==> config.mk <==
export PLATFORM = sky130hd
export DESIGN_NAME = fetch_sched
export DESIGN_NICKNAME = d
export VERILOG_FILES = /design/src/rtl/fetch_sched.sv
export SDC_FILE = /design/constraint.sdc
export NUM_CORES = 1
export LEC_CHECK = 0
export ABC_AREA = 1
export CELL_PAD_IN_SITES_DETAIL_PLACEMENT = 0
export CELL_PAD_IN_SITES_GLOBAL_PLACEMENT = 1
export CORE_ASPECT_RATIO = 0.6
export CORE_MARGIN = 4
export CORE_UTILIZATION = 45
export CTS_BUF_LIST = sky130_fd_sc_hd__clkbuf_2 sky130_fd_sc_hd__clkbuf_4 sky130_fd_sc_hd__clkbuf_8
export DETAILED_ROUTE_END_ITERATION = 10
export MAX_ROUTING_LAYER = met4
export PLACE_DENSITY_LB_ADDON = 0.1
export SYNTH_ARGS = -nofsm -noshare
export SYNTH_HDL_FRONTEND = slang
export SYNTH_SLANG_ARGS = --single-unit
==> constraint.sdc <==
create_clock -name clk -period 4.99 [get_ports clk]
set_input_delay 0.998 -clock clk [delete_from_list [all_inputs] [get_ports clk]]
set_output_delay 0.998 -clock clk [all_outputs]
set_load 0.01 [all_outputs]
==> src/rtl/fetch_sched.sv <==
// Round-robin warp fetch scheduler with a single registered request slot.
// Optional FETCH_SCHED_PERF_EN adds idle/stall cycle counters.
module fetch_sched #(
    parameter int NUM_WARPS   = 4,
    parameter int NUM_THREADS = 4,
    parameter int PC_BITS     = 30,
    parameter int UUID_WIDTH  = 16,
    parameter int NW_WIDTH    = $clog2(NUM_WARPS)
) (
    input  logic                   clk,
    input  logic                   reset,
    input  logic                   wctl_valid,
    input  logic [NW_WIDTH-1:0]    wctl_wid,
    input  logic                   wctl_start,
    input  logic [PC_BITS-1:0]     wctl_PC,
    input  logic [NUM_THREADS-1:0] wctl_tmask,
    input  logic [NUM_WARPS-1:0]   stall_set,
    input  logic [NUM_WARPS-1:0]   stall_clr,
    input  logic                   br_valid,
    input  logic [NW_WIDTH-1:0]    br_wid,
    input  logic                   br_taken,
    input  logic [PC_BITS-1:0]     br_dest,
    output logic                   sched_valid,
    output logic [NW_WIDTH-1:0]    sched_wid,
    output logic [PC_BITS-1:0]     sched_PC,
    output logic [NUM_THREADS-1:0] sched_tmask,
    output logic [UUID_WIDTH-1:0]  sched_uuid,
    input  logic                   sched_ready,
    input  logic                   rsp_valid,
    input  logic [NW_WIDTH-1:0]    rsp_wid,
    output logic                   busy
`ifdef FETCH_SCHED_PERF_EN
    ,
    output logic [31:0]            perf_idle_cycles,
    output logic [31:0]            perf_stall_cycles
`endif
);

    typedef logic [NW_WIDTH-1:0] wid_t;

    logic [NUM_WARPS-1:0]   active_q, active_d;
    logic [NUM_WARPS-1:0]   stalled_q, stalled_d;
    logic [NUM_WARPS-1:0]   inflight_q, inflight_d;
    logic [PC_BITS-1:0]     pc_q [NUM_WARPS];
    logic [PC_BITS-1:0]     pc_d [NUM_WARPS];
    logic [NUM_THREADS-1:0] tmask_q [NUM_WARPS];
    logic [NUM_THREADS-1:0] tmask_d [NUM_WARPS];
    wid_t                   rr_q, rr_d;
    logic [UUID_WIDTH-1:0]  uuid_q, uuid_d;

    logic [NUM_WARPS-1:0]   eligible;
    logic                   sel_found;
    wid_t                   sel_wid;
    wid_t                   sel_idx;
    logic                   slot_open;
    logic                   do_load;

    logic                   valid_d;
    wid_t                   wid_d;
    logic [PC_BITS-1:0]     spc_d;
    logic [NUM_THREADS-1:0] stmask_d;
    logic [UUID_WIDTH-1:0]  suuid_d;

    assign eligible  = active_q & ~stalled_q & ~inflight_q;
    assign busy      = |active_q;
    assign slot_open = ~sched_valid | sched_ready;
    assign do_load   = slot_open & sel_found;

    // First eligible warp at or after rr, wrapping around.
    always_comb begin
        sel_found = 1'b0;
        sel_wid   = '0;
        sel_idx   = '0;
        for (int i = 0; i < NUM_WARPS; i++) begin
            sel_idx = rr_q + wid_t'(i);
            if (!sel_found && eligible[sel_idx]) begin
                sel_found = 1'b1;
                sel_wid   = sel_idx;
            end
        end
    end

    always_comb begin
        valid_d  = sched_valid;
        wid_d    = sched_wid;
        spc_d    = sched_PC;
        stmask_d = sched_tmask;
        suuid_d  = sched_uuid;
        rr_d     = rr_q;
        uuid_d   = uuid_q;
        if (slot_open) begin
            valid_d = sel_found;
            if (sel_found) begin
                wid_d    = sel_wid;
                spc_d    = pc_q[sel_wid];
                stmask_d = tmask_q[sel_wid];
                suuid_d  = uuid_q;
                rr_d     = sel_wid + wid_t'(1);
                uuid_d   = uuid_q + UUID_WIDTH'(1);
            end
        end
    end

    // Later assignments win: wctl > branch > stall_set > stall_clr.
    always_comb begin
        active_d   = active_q;
        stalled_d  = stalled_q;
        inflight_d = inflight_q;
        pc_d       = pc_q;
        tmask_d    = tmask_q;
        for (int w = 0; w < NUM_WARPS; w++) begin
            if (rsp_valid && rsp_wid == wid_t'(w)) begin
                inflight_d[w] = 1'b0;
            end
            if (do_load && sel_wid == wid_t'(w)) begin
                inflight_d[w] = 1'b1;
                pc_d[w]       = pc_q[w] + PC_BITS'(1);
            end
            if (stall_set[w]) begin
                stalled_d[w] = 1'b1;
            end else if (stall_clr[w]) begin
                stalled_d[w] = 1'b0;
            end
            if (br_valid && br_wid == wid_t'(w)) begin
                stalled_d[w] = 1'b0;
                if (br_taken) begin
                    pc_d[w] = br_dest;
                end
            end
            if (wctl_valid && wctl_wid == wid_t'(w)) begin
                if (wctl_start) begin
                    active_d[w]  = 1'b1;
                    stalled_d[w] = 1'b0;
                    pc_d[w]      = wctl_PC;
                    tmask_d[w]   = wctl_tmask;
                end else begin
                    active_d[w] = 1'b0;
                end
            end
        end
    end

    always_ff @(posedge clk) begin
        if (!reset) begin
            active_q    <= '0;
            stalled_q   <= '0;
            inflight_q  <= '0;
            rr_q        <= '0;
            uuid_q      <= '0;
            sched_valid <= 1'b0;
            sched_wid   <= '0;
            sched_PC    <= '0;
            sched_tmask <= '0;
            sched_uuid  <= '0;
            for (int w = 0; w < NUM_WARPS; w++) begin
                pc_q[w]    <= '0;
                tmask_q[w] <= '0;
            end
        end else begin
            active_q    <= active_d;
            stalled_q   <= stalled_d;
            inflight_q  <= inflight_d;
            rr_q        <= rr_d;
            uuid_q      <= uuid_d;
            sched_valid <= valid_d;
            sched_wid   <= wid_d;
            sched_PC    <= spc_d;
            sched_tmask <= stmask_d;
            sched_uuid  <= suuid_d;
            for (int w = 0; w < NUM_WARPS; w++) begin
                pc_q[w]    <= pc_d[w];
                tmask_q[w] <= tmask_d[w];
            end
        end
    end

`ifdef FETCH_SCHED_PERF_EN
    always_ff @(posedge clk) begin
        if (!reset) begin
            perf_idle_cycles  <= '0;
            perf_stall_cycles <= '0;
        end else begin
            if (busy && !sched_valid) begin
                perf_idle_cycles <= perf_idle_cycles + 32'd1;
            end
            if (sched_valid && !sched_ready) begin
                perf_stall_cycles <= perf_stall_cycles + 32'd1;
            end
        end
    end
`endif

endmodule

==> out/metrics.csv <==
metric,value,unit
max-cap violation count,1,
Pre-Repair DR Iteration Count,6,
core region area,32740,sq um
Final nets,2675,
Post-DP HPWL,53570,microns
synthesized flop and latch total,219,
clock latency on the worst-skew pair,580,ps
Mapped Nets,2607,
DR vias/cell,5.808,
Hold/Removal Path Class,flip-flop to flip-flop,
critical path class,flip-flop to flip-flop,
Critical Path Fanout Max,27,
routed length per instance,23.46,microns
die footprint,36570,sq um
Least-Margin Pin Slew,1460,ps
Setup TNS Final,0,ps
CTS resizes,0,
Syn-to-layout area delta,15.63,%
skew final,39.98,ps
cts bufs inserted,39,
drc violations,0,
Final period util,0.7432,
total congestion overflow,0,
register area share after synthesis,0.2910,
Pleak,7.026,nW
DRT iter0 DRCs,2328,
Max H-tree Level,2,
GRT Util Overall,0.3919,
CTS tree,done,
"most common cell after layout, fill and taps aside",nand2_1,
GPL Wtd Cong,1.109,
clock sink total,219,
Root Buffer,clkbuf_8,
failing checks,max-capacitance violations,
Final Hold Viols,0,
max-slew violation count,0,
placed standard-cell area,16590,sq um
Routed Antenna Nets,0,
crit path time final,3709,ps
pin count of the biggest net entering global routing,68,
die height,149.7,microns
post-route design area,17420,sq um
RSZ-0062 raised after global routing,no,
CTS max path bufs,3,
Site Rows,51,
Die W,244.2,microns
"Cell Area, Synth",15070,sq um
CP endpoint kind,flip-flop,
Vias,17790,
yosys warns,0,
"Setup Fix Bufs, Post-CTS",0,
status,"finished, violations left",
WP data arrival,4230,ps
syn_area_per_cell,5.989,sq um
num ports,140,
number of global-route vias before repair,15550,
power density cells,512.1,nW/um^2
first-pass GRT wire length,104100,microns
fmax,269.6,MHz
Mapped Cells,2516,
library cells used by synthesis,43,
drt total wl,71860,microns
most frequent cells in the layout,"nand2_1, inv_1, o21ai_0",
final setup fails,0,
Slew HR,0.01901,
"Hold-fix buffers, CTS",0,
type of origin of the critical path,flip-flop,
Worst VDD drop,0.3746,mV
share of cells above drive strength 1,0.05057,
clk slew on worst S/H paths,70,ps
Initial Util,0.4603,
initial antenna violation count,4,
count of input and output buffers,139,
fill count,3412,
Worst EP required,5520,ps
==> area by class of cell <==
type / instances / area, sq um / area share
multi-input combinational: 1866 / 8939 / 0.5130
sequential: 219 / 4384 / 0.2516
timing repair buffer: 169 / 1647 / 0.09451
inverter: 289 / 1087 / 0.06241
clock buffer: 57 / 715.7 / 0.04108
tap: 450 / 563.0 / 0.03232
clock inverter: 10 / 80.08 / 0.004596
antenna: 3 / 7.507 / 0.0004309
==> worst paths after layout <==
path | from | endpoint | slack (ps) | cells after the start
hold reg to reg | tmask_q[11]$_SDFFE_PN0P_ | tmask_q[11]$_SDFFE_PN0P_ | 450 | 2
hold / removal | tmask_q[11]$_SDFFE_PN0P_ | tmask_q[11]$_SDFFE_PN0P_ | 450 | 2
setup / recovery | rr_q[0]$_SDFFE_PN0N_ | sched_PC[5]$_SDFFE_PN0N_ | 1280 | 14
setup reg to reg | rr_q[0]$_SDFFE_PN0N_ | sched_PC[5]$_SDFFE_PN0N_ | 1280 | 14
==> critical path: stages, from the launching register on <==
cell     delay [ps]
dfxtp_1         640
xnor2_1         260
nand3_1         140
nand2_1         100
nor2_2          160
nand2_1          80
nand2_1         130
nand2_4         150
inv_2           500
nand2_1         620
nor2_1          240
a21oi_1          70
nand3_1         390
nand2_1         100
inv_1            70
==> layer usage <==
| metal | track usage | vias up | share of wire |
|---|---|---|---|
| li1 | - | 8283 | - |
| met1 | 0.5901 | 8237 | 0.46 |
| met2 | 0.4778 | 1162 | 0.37 |
| met3 | 0.1599 | 109 | 0.15 |
| met4 | 0.07194 | 0 | 0.019 |
| met5 | - | - | 0 |
==> through the flow <==
stage | setup slack [ps] | utilization | cells | hold WS [ps] | power, mW
after floorplan | 2744 | - | 2516 | 424.5 | 5.244
after global placement | 1349 | 0.5069 | 2992 | 434.3 | 6.856
after detailed placement | 1321 | 0.5069 | 2992 | 437.9 | 6.906
after CTS | 1530 | 0.5312 | 3059 | 450.4 | 8.720
after global routing | 1114 | 0.5322 | 3063 | 475.5 | 9.312
final | 1281 | 0.5322 | 3063 | 451.9 | 8.922
==> synthesized netlist by cell type (all sizes together) <==
library cell | n | area share
nand3 | 151 | 0.051
buf | 54 | 0.023
a21boi | 1 | 0.00050
o21ai | 277 | 0.092
clkbuf | 88 | 0.022
o21bai | 2 | 0.0017
o211ai | 2 | 0.0010
nor2 | 248 | 0.064
a211oi | 1 | 0.00050
inv | 289 | 0.072
a31oi | 1 | 0.00042
xnor2 | 21 | 0.012
nand2 | 655 | 0.17
nor3 | 78 | 0.026
nor4 | 25 | 0.010
or2 | 1 | 0.00042
nand4 | 47 | 0.020
a21oi | 250 | 0.085
xor2 | 85 | 0.049
ha | 5 | 0.0042
o21a | 9 | 0.0045
nor3b | 1 | 0.00050
and2 | 2 | 0.00083
or4 | 1 | 0.00050
dfxtp | 219 | 0.29
o211a | 1 | 0.00066
nand3b | 2 | 0.0010
==> power by group <==
part	switching, mW	total [mW]	internal, mW	leakage [nW]
sequential	0.333	2.39	2.06	1.79
clock	0.859	1.83	0.973	0.423
combinational	3.48	4.70	1.23	4.81
total	4.67	8.92	4.25	7.03
==> flip-flops by register name (all words and copies together) (netlist names) <==
signal / cells
sched_wid: 2
rr_q: 2
sched_tmask: 4
tmask_q: 16
stalled_q: 4
sched_PC: 30
inflight_q: 4
uuid_q: 16
pc_q: 120
sched_valid: 1
active_q: 4
sched_uuid: 16
==> cells by family (layout without fill, tap and decap cells) <==
group           count (synthesis)  in the layout  synth area share
other cells                     0              3                 0
simple gates                 1211           1211            0.3397
flops                         219            219            0.2910
compound gates                544            544            0.1861
buf+inv                       431            525            0.1175
fa+ha+maj                       5              5          0.004152
xor+xnor                      106            106           0.06161
(Power assumes the default switching activity.)
